File: src/rtl/sao_pkg.sv
// Shared definitions for the SAO receive path: type codes, FSM states and
// the lcu_size decode.
package sao_pkg;

   localparam int IMG_W = 128;

   localparam logic [1:0] SAO_OFF = 2'd0;
   localparam logic [1:0] SAO_BO  = 2'd1;
   localparam logic [1:0] SAO_EO  = 2'd2;

   typedef enum logic [1:0] {
      ST_RECV,
      ST_DRAIN,
      ST_GAP,
      ST_DONE
   } state_t;

   // Size code 3 is not a legal LCU size and is folded onto 64.
   function automatic logic [6:0] lcu_side(input logic [1:0] code);
      case (code)
         2'd0:    return 7'd16;
         2'd1:    return 7'd32;
         default: return 7'd64;
      endcase
   endfunction

endpackage

File: src/rtl/sao_lcu_rx_if.sv
// Pixel-stream, SRAM-write and LCU-completion signals of the SAO receiver.
interface sao_lcu_rx_if #(
   parameter int AW = 14
);
   logic          in_en;
   logic [7:0]    din;
   logic [1:0]    sao_type;
   logic [4:0]    sao_band_pos;
   logic          sao_eo_class;
   logic [15:0]   sao_offset;
   logic [2:0]    lcu_x;
   logic [2:0]    lcu_y;
   logic [1:0]    lcu_size;
   logic          busy;
   logic          finish;
   logic          sram_wen;
   logic [AW-1:0] sram_addr;
   logic [7:0]    sram_d;
   logic          lcu_done;
   logic [1:0]    lcu_done_type;
   logic          lcu_done_eo;
   logic [2:0]    lcu_done_x;
   logic [2:0]    lcu_done_y;

   modport master (
      output in_en, din, sao_type, sao_band_pos, sao_eo_class, sao_offset,
             lcu_x, lcu_y, lcu_size,
      input  busy, finish, sram_wen, sram_addr, sram_d,
             lcu_done, lcu_done_type, lcu_done_eo, lcu_done_x, lcu_done_y
   );

   modport slave (
      input  in_en, din, sao_type, sao_band_pos, sao_eo_class, sao_offset,
             lcu_x, lcu_y, lcu_size,
      output busy, finish, sram_wen, sram_addr, sram_d,
             lcu_done, lcu_done_type, lcu_done_eo, lcu_done_x, lcu_done_y
   );
endinterface

File: src/rtl/sao_bo_apply.sv
// Band-offset correction of one pixel: band match against the four bands
// starting at band_pos, then clip to 0..255.
module sao_bo_apply
   import sao_pkg::*;
(
   input  logic [7:0]  din,
   input  logic [4:0]  band_pos,
   input  logic [15:0] offset,
   input  logic [1:0]  sao_type,
   output logic [7:0]  pixel
);

   logic [3:0] offs [4];
   logic [4:0] k;
   logic [3:0] off_sel;
   logic [9:0] sum;

   genvar gi;
   generate
      for (gi = 0; gi < 4; gi++) begin : g_off
         assign offs[gi] = offset[15-4*gi -: 4];
      end
   endgenerate

   assign k       = din[7:3] - band_pos;
   assign off_sel = offs[k[1:0]];
   // 10-bit two's complement holds -8..262, so bit 9 flags underflow.
   assign sum     = {2'b00, din} + {{6{off_sel[3]}}, off_sel};

   always_comb begin
      pixel = din;
      if (sao_type == SAO_BO && k < 5'd4) begin
         if (sum[9])      pixel = 8'd0;
         else if (sum[8]) pixel = 8'd255;
         else             pixel = sum[7:0];
      end
   end

endmodule

File: src/rtl/sao_lcu_rx.sv
// SAO LCU receiver: accepts raster pixels, applies band offset, writes the
// frame SRAM through a two-stage pipeline and reports LCU/frame completion.
module sao_lcu_rx #(
   parameter int IMG_W    = 128,
   parameter int BUSY_GAP = 2,
   parameter int AW       = 14
) (
   input logic         clk,
   input logic         reset,
   sao_lcu_rx_if.slave bus
);
   import sao_pkg::*;

   state_t      state_reg, state_next;
   logic [3:0]  cyc_reg;
   logic [5:0]  col_reg, row_reg;
   logic [6:0]  side_reg;
   logic [1:0]  type_reg;
   logic [4:0]  band_reg;
   logic        eo_reg;
   logic [15:0] off_reg;
   logic [2:0]  x_reg, y_reg;
   logic [7:0]  lcu_cnt_reg, total_reg;
   logic        busy_int;

   logic        s1_valid, s1_last, s1_eo;
   logic [7:0]  s1_din;
   logic [5:0]  s1_row, s1_col;
   logic [6:0]  s1_side;
   logic [1:0]  s1_type;
   logic [4:0]  s1_band;
   logic [15:0] s1_off;
   logic [2:0]  s1_x, s1_y;

   function automatic logic [7:0] lcu_total(input logic [1:0] code);
      case (code)
         2'd0:    return 8'((IMG_W / 16) * (IMG_W / 16));
         2'd1:    return 8'((IMG_W / 32) * (IMG_W / 32));
         default: return 8'((IMG_W / 64) * (IMG_W / 64));
      endcase
   endfunction

   // The first pixel of an LCU uses the live inputs; later pixels the latch.
   logic        accept, first, pix_last;
   logic [6:0]  side_eff, side_m1;
   logic [1:0]  type_eff;
   logic [4:0]  band_eff;
   logic        eo_eff;
   logic [15:0] off_eff;
   logic [2:0]  x_eff, y_eff;

   assign accept   = bus.in_en && !busy_int;
   assign first    = (col_reg == 6'd0) && (row_reg == 6'd0);
   assign side_eff = first ? lcu_side(bus.lcu_size) : side_reg;
   assign type_eff = first ? bus.sao_type     : type_reg;
   assign band_eff = first ? bus.sao_band_pos : band_reg;
   assign eo_eff   = first ? bus.sao_eo_class : eo_reg;
   assign off_eff  = first ? bus.sao_offset   : off_reg;
   assign x_eff    = first ? bus.lcu_x        : x_reg;
   assign y_eff    = first ? bus.lcu_y        : y_reg;
   assign side_m1  = side_eff - 7'd1;
   assign pix_last = accept && ({1'b0, col_reg} == side_m1) && ({1'b0, row_reg} == side_m1);

   always_ff @(posedge clk or posedge reset) begin
      if (reset) begin
         col_reg     <= '0;
         row_reg     <= '0;
         side_reg    <= '0;
         type_reg    <= '0;
         band_reg    <= '0;
         eo_reg      <= 1'b0;
         off_reg     <= '0;
         x_reg       <= '0;
         y_reg       <= '0;
         lcu_cnt_reg <= '0;
         total_reg   <= '0;
      end else if (accept) begin
         if (first) begin
            side_reg <= side_eff;
            type_reg <= type_eff;
            band_reg <= band_eff;
            eo_reg   <= eo_eff;
            off_reg  <= off_eff;
            x_reg    <= x_eff;
            y_reg    <= y_eff;
            if (lcu_cnt_reg == 8'd0)
               total_reg <= lcu_total(bus.lcu_size);
         end
         if ({1'b0, col_reg} == side_m1) begin
            col_reg <= '0;
            row_reg <= ({1'b0, row_reg} == side_m1) ? 6'd0 : row_reg + 6'd1;
         end else begin
            col_reg <= col_reg + 6'd1;
         end
         if (pix_last)
            lcu_cnt_reg <= lcu_cnt_reg + 8'd1;
      end
   end

   always_ff @(posedge clk or posedge reset) begin
      if (reset) begin
         s1_valid <= 1'b0;
         s1_last  <= 1'b0;
         s1_din   <= '0;
         s1_row   <= '0;
         s1_col   <= '0;
         s1_side  <= '0;
         s1_type  <= '0;
         s1_band  <= '0;
         s1_eo    <= 1'b0;
         s1_off   <= '0;
         s1_x     <= '0;
         s1_y     <= '0;
      end else begin
         s1_valid <= accept;
         s1_last  <= pix_last;
         if (accept) begin
            s1_din  <= bus.din;
            s1_row  <= row_reg;
            s1_col  <= col_reg;
            s1_side <= side_eff;
            s1_type <= type_eff;
            s1_band <= band_eff;
            s1_eo   <= eo_eff;
            s1_off  <= off_eff;
            s1_x    <= x_eff;
            s1_y    <= y_eff;
         end
      end
   end

   logic [7:0]    bo_pix;
   logic [AW-1:0] addr_next;

   sao_bo_apply u_bo (
      .din      (s1_din),
      .band_pos (s1_band),
      .offset   (s1_off),
      .sao_type (s1_type),
      .pixel    (bo_pix)
   );

   // Out-of-frame LCU indices simply wrap within the address width.
   assign addr_next = AW'((32'(s1_y) * 32'(s1_side) + 32'(s1_row)) * 32'(IMG_W)
                        + 32'(s1_x) * 32'(s1_side) + 32'(s1_col));

   always_ff @(posedge clk or posedge reset) begin
      if (reset) begin
         bus.sram_wen      <= 1'b0;
         bus.sram_addr     <= '0;
         bus.sram_d        <= '0;
         bus.lcu_done      <= 1'b0;
         bus.lcu_done_type <= '0;
         bus.lcu_done_eo   <= 1'b0;
         bus.lcu_done_x    <= '0;
         bus.lcu_done_y    <= '0;
      end else begin
         bus.sram_wen <= s1_valid;
         bus.lcu_done <= s1_valid && s1_last;
         if (s1_valid) begin
            bus.sram_addr <= addr_next;
            bus.sram_d    <= bo_pix;
         end
         if (s1_valid && s1_last) begin
            bus.lcu_done_type <= s1_type;
            bus.lcu_done_eo   <= s1_eo;
            bus.lcu_done_x    <= s1_x;
            bus.lcu_done_y    <= s1_y;
         end
      end
   end

   always_ff @(posedge clk or posedge reset) begin
      if (reset) begin
         state_reg <= ST_RECV;
         cyc_reg   <= '0;
      end else begin
         state_reg <= state_next;
         cyc_reg   <= (state_next != state_reg) ? 4'd0 : cyc_reg + 4'd1;
      end
   end

   always_comb begin
      state_next = state_reg;
      case (state_reg)
         ST_RECV:  if (pix_last) state_next = ST_DRAIN;
         ST_DRAIN: if (cyc_reg == 4'd1)
                      state_next = (lcu_cnt_reg == total_reg) ? ST_DONE : ST_GAP;
         ST_GAP:   if (cyc_reg == 4'(BUSY_GAP - 1)) state_next = ST_RECV;
         default:  state_next = ST_DONE;
      endcase
   end

   always_comb begin
      busy_int   = (state_reg != ST_RECV);
      bus.finish = (state_reg == ST_DONE);
   end

   assign bus.busy = busy_int;

endmodule

File: src/flat_wrapper.sv
// flat-port wrapper written by rule: the top's interface ports become plain ports
module sao_lcu_rx_flat import sao_pkg::*;
#(
   parameter int IMG_W    = 128,
   parameter int BUSY_GAP = 2,
   parameter int AW       = 14
)
  (clk, reset, bus_in_en, bus_din, bus_sao_type, bus_sao_band_pos, bus_sao_eo_class, bus_sao_offset, bus_lcu_x, bus_lcu_y, bus_lcu_size, bus_busy, bus_finish, bus_sram_wen, bus_sram_addr, bus_sram_d, bus_lcu_done, bus_lcu_done_type, bus_lcu_done_eo, bus_lcu_done_x, bus_lcu_done_y);
  sao_lcu_rx_if #(.AW(AW)) bus_i ();
  input logic clk;
  input logic reset;
  input wire logic [$bits(bus_i.in_en)-1:0] bus_in_en;
  input wire logic [$bits(bus_i.din)-1:0] bus_din;
  input wire logic [$bits(bus_i.sao_type)-1:0] bus_sao_type;
  input wire logic [$bits(bus_i.sao_band_pos)-1:0] bus_sao_band_pos;
  input wire logic [$bits(bus_i.sao_eo_class)-1:0] bus_sao_eo_class;
  input wire logic [$bits(bus_i.sao_offset)-1:0] bus_sao_offset;
  input wire logic [$bits(bus_i.lcu_x)-1:0] bus_lcu_x;
  input wire logic [$bits(bus_i.lcu_y)-1:0] bus_lcu_y;
  input wire logic [$bits(bus_i.lcu_size)-1:0] bus_lcu_size;
  output wire logic [$bits(bus_i.busy)-1:0] bus_busy;
  output wire logic [$bits(bus_i.finish)-1:0] bus_finish;
  output wire logic [$bits(bus_i.sram_wen)-1:0] bus_sram_wen;
  output wire logic [$bits(bus_i.sram_addr)-1:0] bus_sram_addr;
  output wire logic [$bits(bus_i.sram_d)-1:0] bus_sram_d;
  output wire logic [$bits(bus_i.lcu_done)-1:0] bus_lcu_done;
  output wire logic [$bits(bus_i.lcu_done_type)-1:0] bus_lcu_done_type;
  output wire logic [$bits(bus_i.lcu_done_eo)-1:0] bus_lcu_done_eo;
  output wire logic [$bits(bus_i.lcu_done_x)-1:0] bus_lcu_done_x;
  output wire logic [$bits(bus_i.lcu_done_y)-1:0] bus_lcu_done_y;
  assign bus_i.in_en = bus_in_en;
  assign bus_i.din = bus_din;
  assign bus_i.sao_type = bus_sao_type;
  assign bus_i.sao_band_pos = bus_sao_band_pos;
  assign bus_i.sao_eo_class = bus_sao_eo_class;
  assign bus_i.sao_offset = bus_sao_offset;
  assign bus_i.lcu_x = bus_lcu_x;
  assign bus_i.lcu_y = bus_lcu_y;
  assign bus_i.lcu_size = bus_lcu_size;
  assign bus_busy = bus_i.busy;
  assign bus_finish = bus_i.finish;
  assign bus_sram_wen = bus_i.sram_wen;
  assign bus_sram_addr = bus_i.sram_addr;
  assign bus_sram_d = bus_i.sram_d;
  assign bus_lcu_done = bus_i.lcu_done;
  assign bus_lcu_done_type = bus_i.lcu_done_type;
  assign bus_lcu_done_eo = bus_i.lcu_done_eo;
  assign bus_lcu_done_x = bus_i.lcu_done_x;
  assign bus_lcu_done_y = bus_i.lcu_done_y;
  sao_lcu_rx #(.IMG_W(IMG_W), .BUSY_GAP(BUSY_GAP), .AW(AW)) u_core (.clk(clk), .reset(reset), .bus(bus_i));
endmodule
File: config.mk
export PLATFORM = sky130hd
export DESIGN_NAME = sao_lcu_rx_flat
export DESIGN_NICKNAME = d
export VERILOG_FILES = /design/src/rtl/sao_pkg.sv /design/src/rtl/sao_lcu_rx_if.sv /design/src/rtl/sao_bo_apply.sv /design/src/rtl/sao_lcu_rx.sv /design/src/flat_wrapper.sv
export SDC_FILE = /design/constraint.sdc
export NUM_CORES = 1
export LEC_CHECK = 0
export ABC_AREA = 1
export BUFFER_PORTS_ARGS = -buffer_cell sky130_fd_sc_hd__buf_2
export CORE_MARGIN = 4
export CORE_UTILIZATION = 38
export CTS_BUF_LIST = sky130_fd_sc_hd__clkbuf_16
export DETAILED_ROUTE_END_ITERATION = 7
export PLACE_DENSITY = 0.64
export SETUP_SLACK_MARGIN = 0.02
export SLEW_MARGIN = 10
export SYNTH_ARGS = -nofsm -noshare
export SYNTH_HDL_FRONTEND = slang
export SYNTH_SLANG_ARGS = --single-unit
export TNS_END_PERCENT = 30
File: constraint.sdc
create_clock -name clk -period 6.97 [get_ports clk]
set_input_delay 2.091 -clock clk [delete_from_list [all_inputs] [get_ports clk]]
set_output_delay 2.091 -clock clk [all_outputs]
set_load 0.05 [all_outputs]
Yosys cells after proc, flatten, opt, wreduce, memory -nomap -nowiden --
Cells that the tools add are included.
Operators by class: equal/unequal tests 10, add/subtract/negate cells 10, $lt $le $gt $ge 2, multipliers 2, reduce and logical (&&, ||, !) cells 17, bitwise logic cells 1, mux-type cells 23
Operators by type and width (number):
- $pmux W7 S2 | 2
- $mux W8 | 3
- $mux W16 | 1
- $add A14 B10 Y14 | 1
- $add A14 B6 Y14 | 1
- $eq A6 B7 Y1 | 2
- $add A6 B1 Y6 const B | 2
- $logic_not A6 Y1 | 2
- $mux W4 | 3
- $mux W6 | 2
- $add A9 B4 Y10 | 1
- $mul A3 B7 Y10 | 1
- $add A8 B1 Y8 const B | 1
- $bmux W4 S2 | 1
- $eq A8 B8 Y1 | 1
- $logic_not A8 Y1 | 1
- $mux W2 | 4
- $add A7 B6 Y7 | 1
- $mul A3 B7 Y7 | 1
- $mux W7 | 1
- $sub A7 B1 Y7 const B | 1
- $eq A2 B1 Y1 const B | 3
- $logic_and A1 B1 Y1 | 6
- $mux W3 | 2
- 16 further kinds | 21
Word-level totals: bits of input ports 43, register bits after elaboration 163, output and inout bits 35

Longest topological paths before layout --
Gate-level depths: netlist of run 1.
depth in word-level cells 11, mapped depth 20, mapped depth without buffers 18

Cells and area by module --
A second synthesis of run 1 with hierarchy kept.
Unflattened totals: cells, all modules 1183, area total of the unflattened synthesis 9342.7 sq um
Modules (own cells, without submodules):
- sao_lcu_rx | area an instance 8360.5 sq um, cells each 995, sequential area each 3953.8 sq um, instances 1
- sao_bo_apply | area an instance 982.2 sq um, cells each 188, sequential area each 0.0 sq um, instances 1

Worst setup path after synthesis of run 1 --
No wires, ideal clock.
kind input-to-reg, start input port bus_lcu_size[1], end register u_core.lcu_cnt_reg[1], arrival time 3326 ps, stages 16, buffers on the path 1, data required time 6853 ps, slack 3527 ps, cell sequence inv_1 nand2_1 inv_1 nand3_1 nand2_1 nor2_2 nand2_1 nand2_2 nand2_2 nor2_4 nand3_4 nor2_8 nand2_4 buf_6 nand2_1 nand2_1
On the way: longest elaborated chain between the ends 8, elaborated cells between the ends (all ways) 10
RTL lines:
- start, declared | RTL line flat_wrapper.sv:20 | input wire logic [$bits(bus_i.lcu_size)-1:0] bus_lcu_size;
- $eq A2 B1 Y1 / $logic_not A2 Y1 (equally long branches) | RTL line sao_pkg.sv:20 | case (code)
- $pmux W7 S2 (*) | RTL line sao_pkg.sv:20
- $mux W7 (*) | RTL line sao_lcu_rx.sv:54 | assign side_eff = first ? lcu_side(bus.lcu_size) : side_reg;
- $sub A7 B1 Y7 (*) | RTL line sao_lcu_rx.sv:61 | assign side_m1 = side_eff - 7'd1;
- $eq A6 B7 Y1 | RTL line sao_lcu_rx.sv:62 | assign pix_last = accept && ({1'b0, col_reg} == side_m1) && ({1'b0, row_reg} == side_m1);
- $logic_and A1 B1 Y1 | RTL line sao_lcu_rx.sv:62
- $logic_and A1 B1 Y1 (*) | RTL line sao_lcu_rx.sv:62
- $reduce_and A2 Y1 (no line) (*)
- end signal, assigned | RTL line sao_lcu_rx.sv:96 | lcu_cnt_reg <= lcu_cnt_reg + 8'd1;
- end, declared | RTL line sao_lcu_rx.sv:23 | logic [7:0] lcu_cnt_reg, total_reg;
Every way passes the cells marked *; elsewhere a longest branch is shown, timed or not. A chain may end at the register's enable or synchronous reset.

Final worst setup path of run 1 --
start register u_core.s1_din[3], end register u_core.bus.sram_d[2]
On the way: longest elaborated chain between the ends 9, elaborated cells between the ends (all ways) 11
RTL lines:
- start, declared | RTL line sao_lcu_rx.sv:27 | logic [7:0] s1_din;
- start signal, assigned | RTL line sao_lcu_rx.sv:118 | s1_din <= bus.din;
- $sub A5 B5 Y5 | RTL line sao_bo_apply.sv:25 | assign k = din[7:3] - band_pos;
- $not A2 Y3 (implied by the code) | RTL line sao_bo_apply.sv:26 | assign off_sel = offs[k[1:0]];
- $bmux W4 S2 | RTL line sao_bo_apply.sv:26
- $mux W4 (implied by the code) (2 in a row) | RTL line sao_bo_apply.sv:26
- $add A9 B4 Y10 | RTL line sao_bo_apply.sv:28 | assign sum = {2'b00, din} + {{6{off_sel[3]}}, off_sel};
- $mux W8 | RTL line sao_bo_apply.sv:34 | else if (sum[8]) pixel = 8'd255;
- $mux W8 | RTL line sao_bo_apply.sv:33 | if (sum[9]) pixel = 8'd0;
- $mux W8 (*) | RTL line sao_bo_apply.sv:32 | if (sao_type == SAO_BO && k < 5'd4) begin
- end signal, assigned | RTL line sao_lcu_rx.sv:162 | bus.sram_d <= bo_pix;
- end, declared | RTL line sao_lcu_rx_if.sv:35 | output busy, finish, sram_wen, sram_addr, sram_d,
Every way passes the cells marked *; elsewhere a longest branch is shown, timed or not. The select of a mux whose other input is x is not followed.

==> results.toml, run 1 <==
[floorplan]
die_y_um = 163
core_um2 = 23500
io_pins = 78
start_util = 0.388
die_w_um = 163
dieArea_um2 = 26600
core.rowCount = 56

[sta]
fin_ws_ps = 2880
period_minus_slack_ps = 4090
hold_viol_final = 0
fmax_mhz = 245
finClkSkew_ps = 9.16
worst_pin_slew_ps = 1130
fin_crit_sh = 0.587
fin_worst_hold_slack_ps = 466
rsz0062_at_grt = "false"
finalSetupViolCount = 0
maxSlewHeadroom = 0.245
fin_tns_setup_ps = 0
report.final.slew_viol_count = 0

[routing]
route.detailed.drc = 0
totalWireLength_mm = 20.9
first_iter_violations = 552
vias_per_cell = 4.85
first_pass_iters = 5
antenna_left = 0
vias = 7256
wl_per_cell_um = 14.0

[clocking]
clock_path_buffers = 2
cts_hold_buf = 0
cts_root_buffer = "clkbuf_16"
clock_latency_ps = 430
cts_sinks = 158
cts_setup_buffers = 0
clk_pin_slew_ps = 70
numCtsBuffers = 17
h-tree-depth = 4
post_cts_resized = 0
cts_tree = "done"

[worst_setup_path]
crit_required_ps = 7320
crit_chain = "inv_1 -> ha_1 -> inv_1 -> fa_1 -> inv_1 -> a21oi_1 -> a32oi_1 -> ha_1 -> inv_1 -> nor3_1 -> nand2_1 -> o211ai_1 -> a21oi_1 -> xor2_1 -> nand3_1 -> a21oi_1"
crit_path_top_delay_cell = "a32oi_1"
cpLargestDelayFamily = "compound AO/OA/AOI/OAI gates"
crit_path_end_kind = "flip-flop"
cp_slowest_stage_delay_ps = 760
crit_arrival_ps = 4440
worstReg2RegStart = "u_core.s1_din[3]"
r2r_slack_ps = 2880
critPathBufInv = 4
r2r-end = "u_core.bus.sram_d[2]"
path_class = "flip-flop to flip-flop"
ff2ff_path_depth = 16
crit_top_cell = "inv_1"
crit_fanout = 8
crit_path_start_kind = "flip-flop"

[synth]
synth_fp_nets = 1210
ys_warn_count = 0
syn_area_um2 = 9150
synth-seq-cells = 158
synth_cell_types = 41
synthCells = 1100
avgSynthCellArea_um2 = 8.31
ys_seq_area_frac = 0.432

[global_route]
grt_util_all_layers = 0.165
grt_pass1_wl_mm = 35.7
grt_overflow = 0
grt_max_degree = 113
antenna_found_initial = 0
grt_pass1_vias = 7247

[final_layout]
final_core_util = 0.442
area.growth.synth_to_final_pct = 13.8
drive_above_1_share = 0.120
fillCellCount = 2329
n_antenna_cell = 0
multi_input_area_um2 = 4430
nets = 1274
seqCellArea_um2 = 3950

[hold_path]
holdPathEnd = "u_core.bus.sram_addr[1]"
min_from = "u_core.bus.sram_addr[1]"
worstHoldPathType = "flip-flop to flip-flop"
min_path_cells = 2

[run]
cap_violations = 0

[pwr]
p_leak_nw = 5.59
max-vdd-ir-drop_v = 0.000158
power_density_nw_per_um2 = 187

[place]
dp_slack_ps = 2580
hpwlAfterDp_mm = 15.1
io_buffer_count = 77
place_congestion = 0.877

[status]
status = "complete, no violations"
## cell usage after synthesis
library cell / n / area [µm²]
a21oi_1: 48 / 240
a221oi_1: 1 / 8.76
a22o_1: 1 / 8.76
a32oi_1: 1 / 8.76
buf_1: 4 / 15.0
buf_2: 2 / 10.0
buf_6: 5 / 56.3
clkbuf_1: 25 / 93.8
clkinv_1: 1 / 3.75
dfrtp_1: 158 / 3950
fa_1: 23 / 460
ha_1: 44 / 551
inv_1: 153 / 574
inv_2: 1 / 3.75
nand2_1: 295 / 1110
nand2_2: 9 / 56.3
nand2_4: 2 / 22.5
nand3_1: 68 / 340
nand3_2: 2 / 20.0
nand3_4: 1 / 17.5
nand3b_1: 1 / 7.51
nand4_1: 5 / 31.3
nor2_1: 48 / 180
nor2_2: 4 / 25.0
nor2_4: 5 / 56.3
nor2_8: 1 / 20.0
nor3_1: 7 / 35.0
nor4_1: 3 / 18.8
o2111ai_1: 2 / 17.5
o211ai_1: 16 / 120
o21ai_0: 91 / 455
o21ai_2: 3 / 26.3
o21ai_4: 1 / 16.3
o21bai_1: 4 / 30.0
o221ai_1: 12 / 105
o22ai_1: 4 / 25.0
o31ai_1: 1 / 7.51
o41ai_1: 1 / 8.76
or2_2: 2 / 12.5
xnor2_1: 15 / 131
xor2_1: 30 / 263
## logic make-up (layout without fill, tap and decap cells)
group                    Yosys count  count (layout)  share of synthesized area
XOR/XNOR                          45              45                     0.0431
adder cells (fa/ha/maj)           67              67                      0.111
buffers and inverters            191             268                     0.0828
AO/OA/AOI/OAI                    186             186                      0.118
AND/OR/NAND/NOR                  453             453                      0.213
flip-flops                       158             158                      0.432
## power breakdown
group / internal, mW / leakage [nW] / switching (mW) / total [mW]
clock: 0.598 / 0.290 / 0.390 / 0.989
combinational: 0.00966 / 3.32 / 0.0268 / 0.0364
sequential: 0.917 / 1.98 / 0 / 0.917
total: 1.52 / 5.59 / 0.417 / 1.94
## placed cells by master, fill, tap and decap left out, drive strengths merged, types with 2 or more instances in the layout
| cell | synthesis | layout |
|---|---|---|
| nand2 | 306 | 306 |
| dfrtp | 158 | 158 |
| inv | 154 | 157 |
| o21ai | 95 | 95 |
| buf | 11 | 81 |
| nand3 | 71 | 71 |
| nor2 | 58 | 58 |
| a21oi | 48 | 48 |
| ha | 44 | 44 |
| xor2 | 30 | 30 |
| fa | 23 | 23 |
| clkbuf | 25 | 17 |
| o211ai | 16 | 16 |
| xnor2 | 15 | 15 |
| o221ai | 12 | 12 |
| nor3 | 7 | 7 |
| clkinv | 1 | 6 |
| nand4 | 5 | 5 |
| o21bai | 4 | 4 |
| o22ai | 4 | 4 |
| bufinv | 0 | 4 |
| nor4 | 3 | 3 |
| clkinvlp | 0 | 3 |
| or2 | 2 | 2 |
| o2111ai | 2 | 2 |
## routing by layer
metal / vias to the layer above / wire, µm / GRT usage
li1: 3667 / - / -
met1: 3448 / 10100 / 0.235
met2: 124 / 9560 / 0.261
met3: 17 / 948 / 0.0323
met4: 0 / 226 / 0.0423
met5: - / 0 / 0
## worst reg2reg max path: cells and delay by family, from the launching register on
| kind | cells | cell delay [ps] |
|---|---|---|
| XOR/XNOR | 1 | 490 |
| adder cells (fa/ha/maj) | 3 | 1120 |
| AND/OR/NAND/NOR | 3 | 260 |
| flip-flops | 1 | 420 |
| buffers and inverters | 4 | 450 |
| AO/OA/AOI/OAI | 5 | 1290 |
## stage by stage
stage / instance area (µm²) / instances / power (mW)
after floorplan: 9150 / 1100 / 0.951
after global placement: 9790 / 1464 / 0.973
after detailed placement: 9790 / 1464 / 0.972
after CTS: 10400 / 1496 / 1.96
after global routing: 10400 / 1496 / 2.01
final: 10400 / 1496 / 1.94
## final cells by class
cell class,count,area share
inverter,155,0.0564
clock inverter,15,0.0185
multi-input combinational,751,0.426
timing repair buffer,81,0.0399
sequential,158,0.380
tap,319,0.0384
clock buffer,17,0.0409
## worst max-delay path by stage
stage | start | endpoint | cells after the start
CTS | u_core.s1_din[3] | u_core.bus.sram_d[6] | 16
detailed placement | bus_in_en | u_core.s1_eo | 6
global placement | bus_in_en | u_core.s1_type[1] | 6
floorplan | reset | u_core.band_reg[0] | 1
finish | u_core.s1_din[3] | u_core.bus.sram_d[2] | 16
global route | u_core.s1_din[3] | u_core.bus.sram_d[6] | 16
(Power assumes the default switching activity.)
==> run 2, diff against run 1 <==
PLACE_DENSITY = 0.66   (was 0.64)
clock period = 3.6 ns   (was 6.97 ns; I/O delays follow)
==> results.toml, run 2 (synthesis gave the netlist of run 1 again) <==
[floorplan]
dieArea_um2 = 26600
die_y_um = 163
core_um2 = 23500
io_pins = 78
core.rowCount = 56
die_w_um = 163
start_util = 0.388

[clocking]
cts_tree = "done"
clk_pin_slew_ps = 60
cts_root_buffer = "clkbuf_16"
numCtsBuffers = 17
clock_path_buffers = 2
cts_hold_buf = 0
clock_latency_ps = 430
cts_sinks = 158
h-tree-depth = 4

[routing]
antenna_left = 0
first_pass_iters = 5
route.detailed.drc = 0
totalWireLength_mm = 21.2
first_iter_violations = 515
wl_per_cell_um = 14.0
vias_per_cell = 4.89
vias = 7374

[pwr]
p_leak_nw = 5.66
power_density_nw_per_um2 = 344
swShare = 0.214
max-vdd-ir-drop_v = 0.000247
intPower_mw = 2.87
p_clk_frac = 0.494
power.switching_mw = 0.781
pwr-share-comb = 0.020
power_frac_seq = 0.486

[global_route]
grt_util_all_layers = 0.166
grt_max_degree = 159
grt_overflow = 0
grt_pass1_vias = 7108
antenna_found_initial = 1
grt_pass1_wl_mm = 35.6

[worst_setup_path]
critPathBufInv = 2
crit_top_cell = "fa_1"
crit_path_top_delay_cell = "fa_1"
r2r-end = "u_core.bus.sram_addr[12]"
path_class = "flip-flop to flip-flop"
cp_slowest_stage_delay_ps = 560
ff2ff_path_depth = 14
cpLargestDelayFamily = "adder cells"
crit_chain = "nand2_1 -> fa_1 -> fa_1 -> fa_1 -> inv_1 -> ha_4 -> nand2_2 -> nor3_4 -> nand3_2 -> o2111ai_2 -> nand2_1 -> inv_1 -> a21oi_1 -> a22o_1"
worstReg2RegStart = "u_core.s1_side[0]"
crit_path_start_kind = "flip-flop"
crit_path_end_kind = "flip-flop"
crit_fanout = 4
crit_arrival_ps = 3730
crit_required_ps = 3910
r2r_slack_ps = 180

[place]
place_congestion = 0.894
dpl_cell_area_um2 = 9900
io_buffer_count = 77
dp_slack_ps = 37.9
hpwlAfterDp_mm = 15.2

[sta]
fin_worst_hold_slack_ps = 467
period_minus_slack_ps = 3420
rsz0062_at_grt = "true"
fin_tns_setup_ps = 0
hold_viol_final = 0
fin_ws_ps = 184
maxSlewHeadroom = 0.300
fin_crit_sh = 0.949
worst_pin_slew_ps = 1050
finalSetupViolCount = 0
fmax_mhz = 293
finClkSkew_ps = 11.7
report.final.slew_viol_count = 0

[final_layout]
n_antenna_cell = 0
area.growth.synth_to_final_pct = 16.0
nets = 1287
mostFrequentLayoutCell = "nand2_1"
finish.instance_area_um2 = 10600
drive_above_1_share = 0.146
final_core_util = 0.451
final_cell_mix = "nand2_1, inv_1, dfrtp_1, o21ai_0, buf_2"

[hold_path]
worstHoldPathType = "flip-flop to flip-flop"
holdPathEnd = "u_core.bus.sram_addr[1]"
min_from = "u_core.bus.sram_addr[1]"
min_path_cells = 2

[status]
status = "complete, no violations"

[run]
cap_violations = 0
## run 2: through the flow
stage                     instances  power, mW
final                          1508       3.65
after global routing           1508       3.77
after CTS                      1508       3.68
after detailed placement       1477       1.88
after global placement         1477       1.88
after floorplan                1100       1.84
## run 2: how the worst max path moves through the flow
stage,depth (start not counted),endpoint,startpoint
floorplan,15,u_core.bus.sram_addr[12],u_core.s1_y[0]
global placement,14,u_core.bus.sram_addr[12],u_core.s1_side[0]
detailed placement,14,u_core.bus.sram_addr[12],u_core.s1_side[0]
CTS,14,u_core.bus.sram_addr[12],u_core.s1_side[0]
global route,14,u_core.bus.sram_addr[12],u_core.s1_side[0]
finish,14,u_core.bus.sram_addr[12],u_core.s1_side[0]
## run 2: worst register-to-register path: cells and delay by family, from the launching register on
family	cells	cell delay, ps
adder cells (fa/ha/maj)	4	1860
AND/OR/NAND/NOR	5	580
AO/OA/AOI/OAI	3	390
flip-flops	1	340
buffers and inverters	2	150
## run 2: what timing repair did
item / CTS / global route
setup endpoints to repair: 0 / 13
gates resized for setup: 0 / 21
buffers inserted: 0 / 0
## run 2: power by group through the flow
stage,clock (mW),sequential [mW],combinational (mW)
floorplan,0,1.81,0.0323
global placement,0,1.81,0.0747
detailed placement,0,1.81,0.0757
CTS,1.83,1.78,0.0758
global route,1.92,1.77,0.0841
finish,1.80,1.78,0.0722
## run 2: layout make-up
type,count,area (µm²)
multi-input cells,751,4560
inverters,155,586
well taps,319,399
repair buffers,94,526
fillers,2294,12900
clock buffers,17,425
clock inverters,14,153
flip-flops and latches,158,3960
## run 2: layer usage
metal,track usage,routed length (µm)
met3,0.0341,1110
met2,0.260,9580
met1,0.238,10300
met5,0,7
met4,0.0389,233
